<file path="src/rtl/squash_ctrl_pkg.sv">
`default_nettype none
// ============================================================================
//  Module      : squash_ctrl_pkg
//  Description : Shared types and constants for the squash input controller:
//                controller state encoding, default timing parameters and the
//                button bit positions as they appear on ui_in[3:0].
//  Revision    : 1.0 - initial release
// ============================================================================
package squash_ctrl_pkg;

  // Controller state: normal play, paused, or attract/demo mode.
  typedef enum logic [1:0] {
    ST_PLAY   = 2'd0,
    ST_PAUSED = 2'd1,
    ST_DEMO   = 2'd2
  } ctrl_state_t;

  // Default timing parameters, in video frames.
  localparam int DEF_DEBOUNCE_FRAMES   = 2;
  localparam int DEF_IDLE_FRAMES       = 1800;
  localparam int DEF_DEMO_SWEEP_FRAMES = 32;

  // Button positions, matching the ui_in bit order.
  localparam int NUM_BTNS     = 4;
  localparam int BTN_PAUSE    = 0;
  localparam int BTN_NEW_GAME = 1;
  localparam int BTN_DOWN     = 2;
  localparam int BTN_UP       = 3;

  // Bits needed to hold 0..max_val, never less than one bit.
  function automatic int cnt_width(input int max_val);
    return (max_val < 1) ? 1 : $clog2(max_val + 1);
  endfunction

endpackage
`default_nettype wire

</file>
<file path="src/rtl/squash_input_ctrl_button.sv">
`default_nettype none
// ============================================================================
//  Module      : button_debounce
//  Description : One raw button: 2-flop synchronizer, frame-sampled debounce
//                counter and debounced level. 'level' already reflects the
//                decision taken on the current frame tick so the controller
//                can act on it in the same clock; 'press' marks a 0->1 flip of
//                the debounced level and is only ever high during a tick.
//  Revision    : 1.0 - initial release
// ============================================================================
module button_debounce
  import squash_ctrl_pkg::*;
#(
  parameter int DEBOUNCE_FRAMES = DEF_DEBOUNCE_FRAMES
) (
  input  logic clk,
  input  logic rst_n,
  input  logic btn_raw,
  input  logic tick,
  output logic level,
  output logic press
);

  localparam int            CW       = cnt_width(DEBOUNCE_FRAMES);
  localparam logic [CW-1:0] CNT_LAST = CW'(DEBOUNCE_FRAMES - 1);

  logic          sync_q1;
  logic          sync_q2;
  logic          level_q;
  logic [CW-1:0] cnt;
  logic          differs;
  logic          flip;

  // Two-stage synchronizer for the asynchronous raw button.
  always_ff @(posedge clk or negedge rst_n) begin
    if (!rst_n) begin
      sync_q1 <= 1'b0;
      sync_q2 <= 1'b0;
    end else begin
      sync_q1 <= btn_raw;
      sync_q2 <= sync_q1;
    end
  end

  // The level flips on the tick that completes the run of disagreeing samples.
  assign differs = (sync_q2 != level_q);
  assign flip    = tick && differs && (cnt == CNT_LAST);
  assign level   = flip ? ~level_q : level_q;
  assign press   = flip && !level_q;

  // Count consecutive disagreeing frame samples; any agreeing sample restarts.
  always_ff @(posedge clk or negedge rst_n) begin
    if (!rst_n) begin
      cnt     <= '0;
      level_q <= 1'b0;
    end else if (tick) begin
      if (!differs || (cnt == CNT_LAST)) begin
        cnt <= '0;
      end else begin
        cnt <= cnt + CW'(1);
      end
      level_q <= level;
    end
  end

endmodule
`default_nettype wire

</file>
<file path="src/rtl/squash_input_ctrl.sv">
`default_nettype none
// ============================================================================
//  Module      : squash_input_ctrl
//  Description : Control sequencer between the raw player buttons and the
//                solo_squash core. Debounces the buttons once per frame,
//                toggles pause on each pause press, issues a one-frame
//                new-game pulse, and after a long idle period drives an
//                attract mode that sweeps the paddle up and down.
//  Revision    : 1.0 - initial release
// ============================================================================
module squash_input_ctrl
  import squash_ctrl_pkg::*;
#(
  parameter int DEBOUNCE_FRAMES   = DEF_DEBOUNCE_FRAMES,
  parameter int IDLE_FRAMES       = DEF_IDLE_FRAMES,
  parameter int DEMO_SWEEP_FRAMES = DEF_DEMO_SWEEP_FRAMES,
  parameter bit VSYNC_ACTIVE_LOW  = 1'b1
) (
  input  logic clk,
  input  logic rst_n,
  input  logic btn_pause,
  input  logic btn_new_game,
  input  logic btn_down,
  input  logic btn_up,
  input  logic vsync,
  output logic pause_n,
  output logic new_game_n,
  output logic down_key_n,
  output logic up_key_n,
  output logic paused,
  output logic demo_active
);

  localparam int            IW         = cnt_width(IDLE_FRAMES);
  localparam logic [IW-1:0] IDLE_MAX   = IW'(IDLE_FRAMES);
  localparam int            SW         = cnt_width(DEMO_SWEEP_FRAMES - 1);
  localparam logic [SW-1:0] SWEEP_LAST = SW'(DEMO_SWEEP_FRAMES - 1);

  logic [NUM_BTNS-1:0] btn_raw;
  logic [NUM_BTNS-1:0] lvl;
  logic [NUM_BTNS-1:0] prs;

  logic          vsync_act;
  logic          vsync_act_d;
  logic          tick;

  ctrl_state_t   state;
  logic [IW-1:0] idle_cnt;
  logic [IW-1:0] idle_next;
  logic [SW-1:0] sweep_cnt;
  logic          sweep_down;
  logic          sweep_down_next;
  logic          mask_up;
  logic          mask_down;
  logic          mask_up_next;
  logic          mask_down_next;
  logic          eff_up;
  logic          eff_down;
  logic          activity;
  logic          any_press;

  assign btn_raw = {btn_up, btn_down, btn_new_game, btn_pause};

  // ---------------------------------------------------------------- buttons
  for (genvar i = 0; i < NUM_BTNS; i++) begin : g_btn
    button_debounce #(
      .DEBOUNCE_FRAMES (DEBOUNCE_FRAMES)
    ) u_debounce (
      .clk     (clk),
      .rst_n   (rst_n),
      .btn_raw (btn_raw[i]),
      .tick    (tick),
      .level   (lvl[i]),
      .press   (prs[i])
    );
  end

  // ------------------------------------------------------------- frame tick
  assign vsync_act = VSYNC_ACTIVE_LOW ? ~vsync : vsync;

  // One-clock tick registered after vsync becomes active. The history flop
  // resets to "active" so a vsync already active at reset release is not
  // mistaken for a fresh frame.
  always_ff @(posedge clk or negedge rst_n) begin
    if (!rst_n) begin
      vsync_act_d <= 1'b1;
      tick        <= 1'b0;
    end else begin
      vsync_act_d <= vsync_act;
      tick        <= vsync_act && !vsync_act_d;
    end
  end

  // ------------------------------------------------------ per-tick helpers
  assign activity  = |lvl;
  assign any_press = |prs;
  assign idle_next = activity ? '0
                   : (idle_cnt == IDLE_MAX) ? idle_cnt
                   : idle_cnt + IW'(1);

  // A paddle button still held from the press that ended demo mode stays
  // suppressed until it is released.
  assign mask_up_next   = mask_up   && lvl[BTN_UP];
  assign mask_down_next = mask_down && lvl[BTN_DOWN];
  assign eff_up         = lvl[BTN_UP]   && !mask_up_next;
  assign eff_down       = lvl[BTN_DOWN] && !mask_down_next;

  assign sweep_down_next = (sweep_cnt == SWEEP_LAST) ? ~sweep_down : sweep_down;

  // Controller state machine with registered outputs, advanced on ticks only.
  always_ff @(posedge clk or negedge rst_n) begin
    if (!rst_n) begin
      state       <= ST_PLAY;
      idle_cnt    <= '0;
      sweep_cnt   <= '0;
      sweep_down  <= 1'b0;
      mask_up     <= 1'b0;
      mask_down   <= 1'b0;
      pause_n     <= 1'b1;
      new_game_n  <= 1'b1;
      down_key_n  <= 1'b1;
      up_key_n    <= 1'b1;
      paused      <= 1'b0;
      demo_active <= 1'b0;
    end else if (tick) begin
      // The new-game pulse lasts from its decision tick to the next tick.
      new_game_n <= 1'b1;
      case (state)
        ST_DEMO: begin
          if (any_press) begin
            // Leave demo; the waking press only starts a new game.
            state       <= ST_PLAY;
            new_game_n  <= 1'b0;
            idle_cnt    <= '0;
            demo_active <= 1'b0;
            mask_up     <= lvl[BTN_UP];
            mask_down   <= lvl[BTN_DOWN];
            up_key_n    <= 1'b1;
            down_key_n  <= 1'b1;
          end else begin
            sweep_cnt  <= (sweep_cnt == SWEEP_LAST) ? '0 : sweep_cnt + SW'(1);
            sweep_down <= sweep_down_next;
            up_key_n   <= sweep_down_next;
            down_key_n <= ~sweep_down_next;
          end
        end
        default: begin
          mask_up    <= mask_up_next;
          mask_down  <= mask_down_next;
          up_key_n   <= ~(eff_up && !eff_down);
          down_key_n <= ~(eff_down && !eff_up);
          if (prs[BTN_NEW_GAME]) begin
            // New game wins over a simultaneous pause press.
            state      <= ST_PLAY;
            new_game_n <= 1'b0;
            idle_cnt   <= '0;
            paused     <= 1'b0;
            pause_n    <= 1'b1;
          end else if (idle_next == IDLE_MAX) begin
            state       <= ST_DEMO;
            idle_cnt    <= '0;
            sweep_cnt   <= '0;
            sweep_down  <= 1'b0;
            demo_active <= 1'b1;
            paused      <= 1'b0;
            pause_n     <= 1'b1;
            up_key_n    <= 1'b0;
            down_key_n  <= 1'b1;
          end else if (prs[BTN_PAUSE]) begin
            if (state == ST_PLAY) begin
              state    <= ST_PAUSED;
              idle_cnt <= idle_next;
              paused   <= 1'b1;
              pause_n  <= 1'b0;
            end else begin
              state    <= ST_PLAY;
              idle_cnt <= '0;
              paused   <= 1'b0;
              pause_n  <= 1'b1;
            end
          end else begin
            idle_cnt <= idle_next;
          end
        end
      endcase
    end
  end

endmodule
`default_nettype wire

</file>
<file path="config.mk">
export PLATFORM = sky130hd
export DESIGN_NAME = squash_input_ctrl
export DESIGN_NICKNAME = d
export VERILOG_FILES = /design/src/rtl/squash_ctrl_pkg.sv /design/src/rtl/squash_input_ctrl_button.sv /design/src/rtl/squash_input_ctrl.sv
export SDC_FILE = /design/constraint.sdc
export NUM_CORES = 1
export LEC_CHECK = 0
export BUFFER_PORTS_ARGS = -buffer_cell sky130_fd_sc_hd__buf_2
export CAP_MARGIN = 30
export CORE_ASPECT_RATIO = 1.4
export CORE_MARGIN = 1.5
export CORE_UTILIZATION = 46
export CTS_CLUSTER_SIZE = 25
export DETAILED_ROUTE_END_ITERATION = 8
export PLACE_DENSITY_LB_ADDON = 0.05
export SLEW_MARGIN = 0
export SYNTH_ARGS = -nofsm -noshare
export SYNTH_HDL_FRONTEND = slang
export SYNTH_SLANG_ARGS = --single-unit
</file>
<file path="constraint.sdc">
create_clock -name clk -period 5 [get_ports clk]
set_input_delay 1 -clock clk [delete_from_list [all_inputs] [get_ports clk]]
set_output_delay 1 -clock clk [all_outputs]
set_load 0.02 [all_outputs]
</file>
==> run_results.csv <==
group,metric,value,unit
clocking,cts_tree,"done",
layout,final_util,0.516,
route,vias,2017,
worst_hold_path,timing.hold.worst_path_depth,0,
critical_path,worstPathRequired,5.19,ns
layout,final_cell_mix,"44 x dfrtp_1, 23 x nor2_1, 21 x nand2_1",
sta,finalSetupTns,0,ns
clocking,numClockSinks,49,
placement,gp_congestion,0.809,
sta,clock_skew,0.00871,ns
critical_path,cp-end-kind,"register",
layout,syn2layout_area_growth,8.12,%
critical_path,reg2regPathDepth,9,
synth,ys_ff_latch,49,
grt,grt_pass1_wl,9310,µm
synth,ys_seq_area_frac,0.471,
synth,synthArstFlopShare,1.00,
pwr,ir_drop,0.306,mV
layout,nNetsFinal,301,
critical_path,cp-start-kind,"register",
grt,grt_antenna_before_repair,0,
synth,ys.flop_type,"dfrtp_1",
critical_path,crit_type,"reg -> reg",
sta,slew_violations,0,
critical_path,startpoint,"tick",
clocking,numCtsBuffers,5,
route,drt-initial-drc-count,133,
critical_path,worst_path_largest_cell_delay,0.55,ns
clocking,htreeDepth,2,
grt,grt_pass1_vias,1938,
critical_path,cp_max_fo,20,
critical_path,slowest_stage,"dfrtp_1",
sta,fin_crit,2.89,ns
grt,track_usage,0.195,
layout,diodes,0,
critical_path,rrSetupSlack,2.11,ns
synth,syn_inst,272,
run_status,outcome,"finished clean",
route,routed_wl,5410,µm
sta,clock.fmax,0.346,GHz
floorplanning,die_x,66.8,µm
clocking,cts_root_buf,"clkbuf_8",
route,antenna_left,0,
sta,rsz0062_at_grt,"false",
sta,fin_crit_sh,0.578,
worst_hold_path,hold_class,"reg -> reg",
floorplanning,die_area,6160,µm²
synth,synth_edf_count,0,
pwr,p_per_area,373,nW/µm²
worst_hold_path,hold_path.startpoint,"g_btn[3].u_debounce.sync_q1",
clocking,path_clk_slew,0.08,ns
sta,hold_violations,0,
synth,synth_cell_types,52,
placement,io_buffers,12,
clocking,postCtsSetupBuffers,0,
synth,yosysWarnings,0,
placement,dp_hpwl,3850,µm
layout,final_common_cell,"dfrtp_1",
floorplanning,start_util,0.477,
grt,gr-total-overflow,0,
layout,fillCellCount,510,
clocking,cts-resized-gates,0,
sta,max_slew_margin,0.416,
job,cap_violations,0,
sta,setup_viol,0,
route,wl_per_cell,15.4,µm
grt,grt_max_degree,50,
floorplanning,rows,32,
sta,hold_ws,0.354,ns
critical_path,crit_chain,"buf_4 > and3_1 > ha_1 > and4_1 > o2111ai_1 > a221oi_2 > o311ai_2 > o21a_4 > a221o_1",
synth,synth_area,2620,µm²
clocking,insertion_delay,0.30,ns
route,drc_errors,0,
synth,syn_area_per_cell,9.63,µm²
clocking,hold_buffers,0,
clocking,cts_buffer_depth,2,
synth,synth_nets,291,
floorplanning,die-height,92.3,µm
route,vias_per_cell,5.75,
layout,drive_gt1_frac,0.117,
route,firstDrtPassIters,4,
pwr,leakagePower,1.31,nW
floorplanning,core_area,5490,µm²
critical_path,worstPathArrival,3.08,ns
critical_path,r2r-start,"tick",
sta,worst_pin_slew,0.873,ns
floorplanning,io_pins,13,
[flip-flops by register name, summed over array words and instances (netlist names), 2 cells and up]
name	cells
idle_cnt	11
g_btn.u_debounce.sync_q2	4
g_btn.u_debounce.level_q	4
g_btn.u_debounce.cnt	8
sweep_cnt	5
state	2
g_btn.u_debounce.sync_q1	4
[layout make-up]
class / instances / area, µm² / area share
inverter: 18 / 67.6 / 0.0239
clock buffer: 8 / 90.1 / 0.0318
multi-input combinational: 193 / 1270 / 0.450
sequential: 49 / 1230 / 0.435
tap: 68 / 85.1 / 0.0300
timing repair buffer: 15 / 82.6 / 0.0292
[metal layers]
layer | part of all wire | routed length (µm) | track usage
met5 | 0 | 0 | 0
met4 | 0.021 | 116 | 0.0680
met3 | 0.016 | 87 | 0.0258
met2 | 0.50 | 2720 | 0.334
met1 | 0.46 | 2480 | 0.249
[worst max-delay path, delay by kind of cell, from the launching register on]
family                     cells  cell delay (ns)
AOI/OAI and AO/OA              5             1.18
adders and majority gates      1             0.37
buffers and inverters          1             0.28
DFF                            1             0.55
and+or+nand+nor                2             0.40
[kinds of logic (layout without fill, tap and decap cells)]
family,Yosys count,count (layout),share of synthesized area
and+or+nand+nor,102,102,0.204
AOI/OAI and AO/OA,66,66,0.178
DFF,49,49,0.471
buffers and inverters,30,41,0.0430
adders and majority gates,12,12,0.0573
xor gates and xnor gates,7,7,0.0234
muxes,6,6,0.0244
[final timing paths]
kind / end
max in group asynchronous: idle_cnt[0]
max: sweep_cnt[4]
min in group asynchronous: idle_cnt[6]
min: g_btn[3].u_debounce.sync_q2
max reg2reg: sweep_cnt[4]
min reg2reg: g_btn[3].u_debounce.sync_q2
[synthesized netlist by cell type (5+ instances only)]
cell type / instances / area, µm²
a21o_1: 5 / 37.5
nand3_1: 8 / 40.0
inv_1: 18 / 67.6
dfrtp_1: 44 / 1100
and3_1: 8 / 50.1
o21ai_0: 14 / 70.1
xor2_1: 6 / 52.6
a21oi_1: 11 / 55.1
nand4_1: 5 / 31.3
ha_1: 12 / 150
clkbuf_1: 11 / 41.3
nand2_1: 21 / 78.8
dfstp_2: 5 / 131
nor2_1: 23 / 86.3
nor2b_1: 6 / 37.5
a31oi_1: 9 / 56.3
nor3_1: 7 / 35.0
nand2b_1: 6 / 37.5
[where the power goes]
group | internal [mW] | switching (mW)
combinational | 0.125 | 0.162
sequential | 0.475 | 0.0567
clock | 0.113 | 0.124
[per-stage QoR]
stage | cell area (µm²) | setup WS [ns] | std cells | power (mW)
2_1_floorplan | 2620 | 2.29 | 272 | 0.748
3_3_place_gp | 2740 | 2.15 | 343 | 0.823
3_5_place_dp | 2740 | 2.10 | 343 | 0.830
4_1_cts | 2830 | 2.10 | 351 | 1.07
5_1_grt | 2830 | 1.87 | 351 | 1.13
6_report | 2830 | 2.11 | 351 | 1.06
Note: power is estimated with default switching activity, not from simulation.
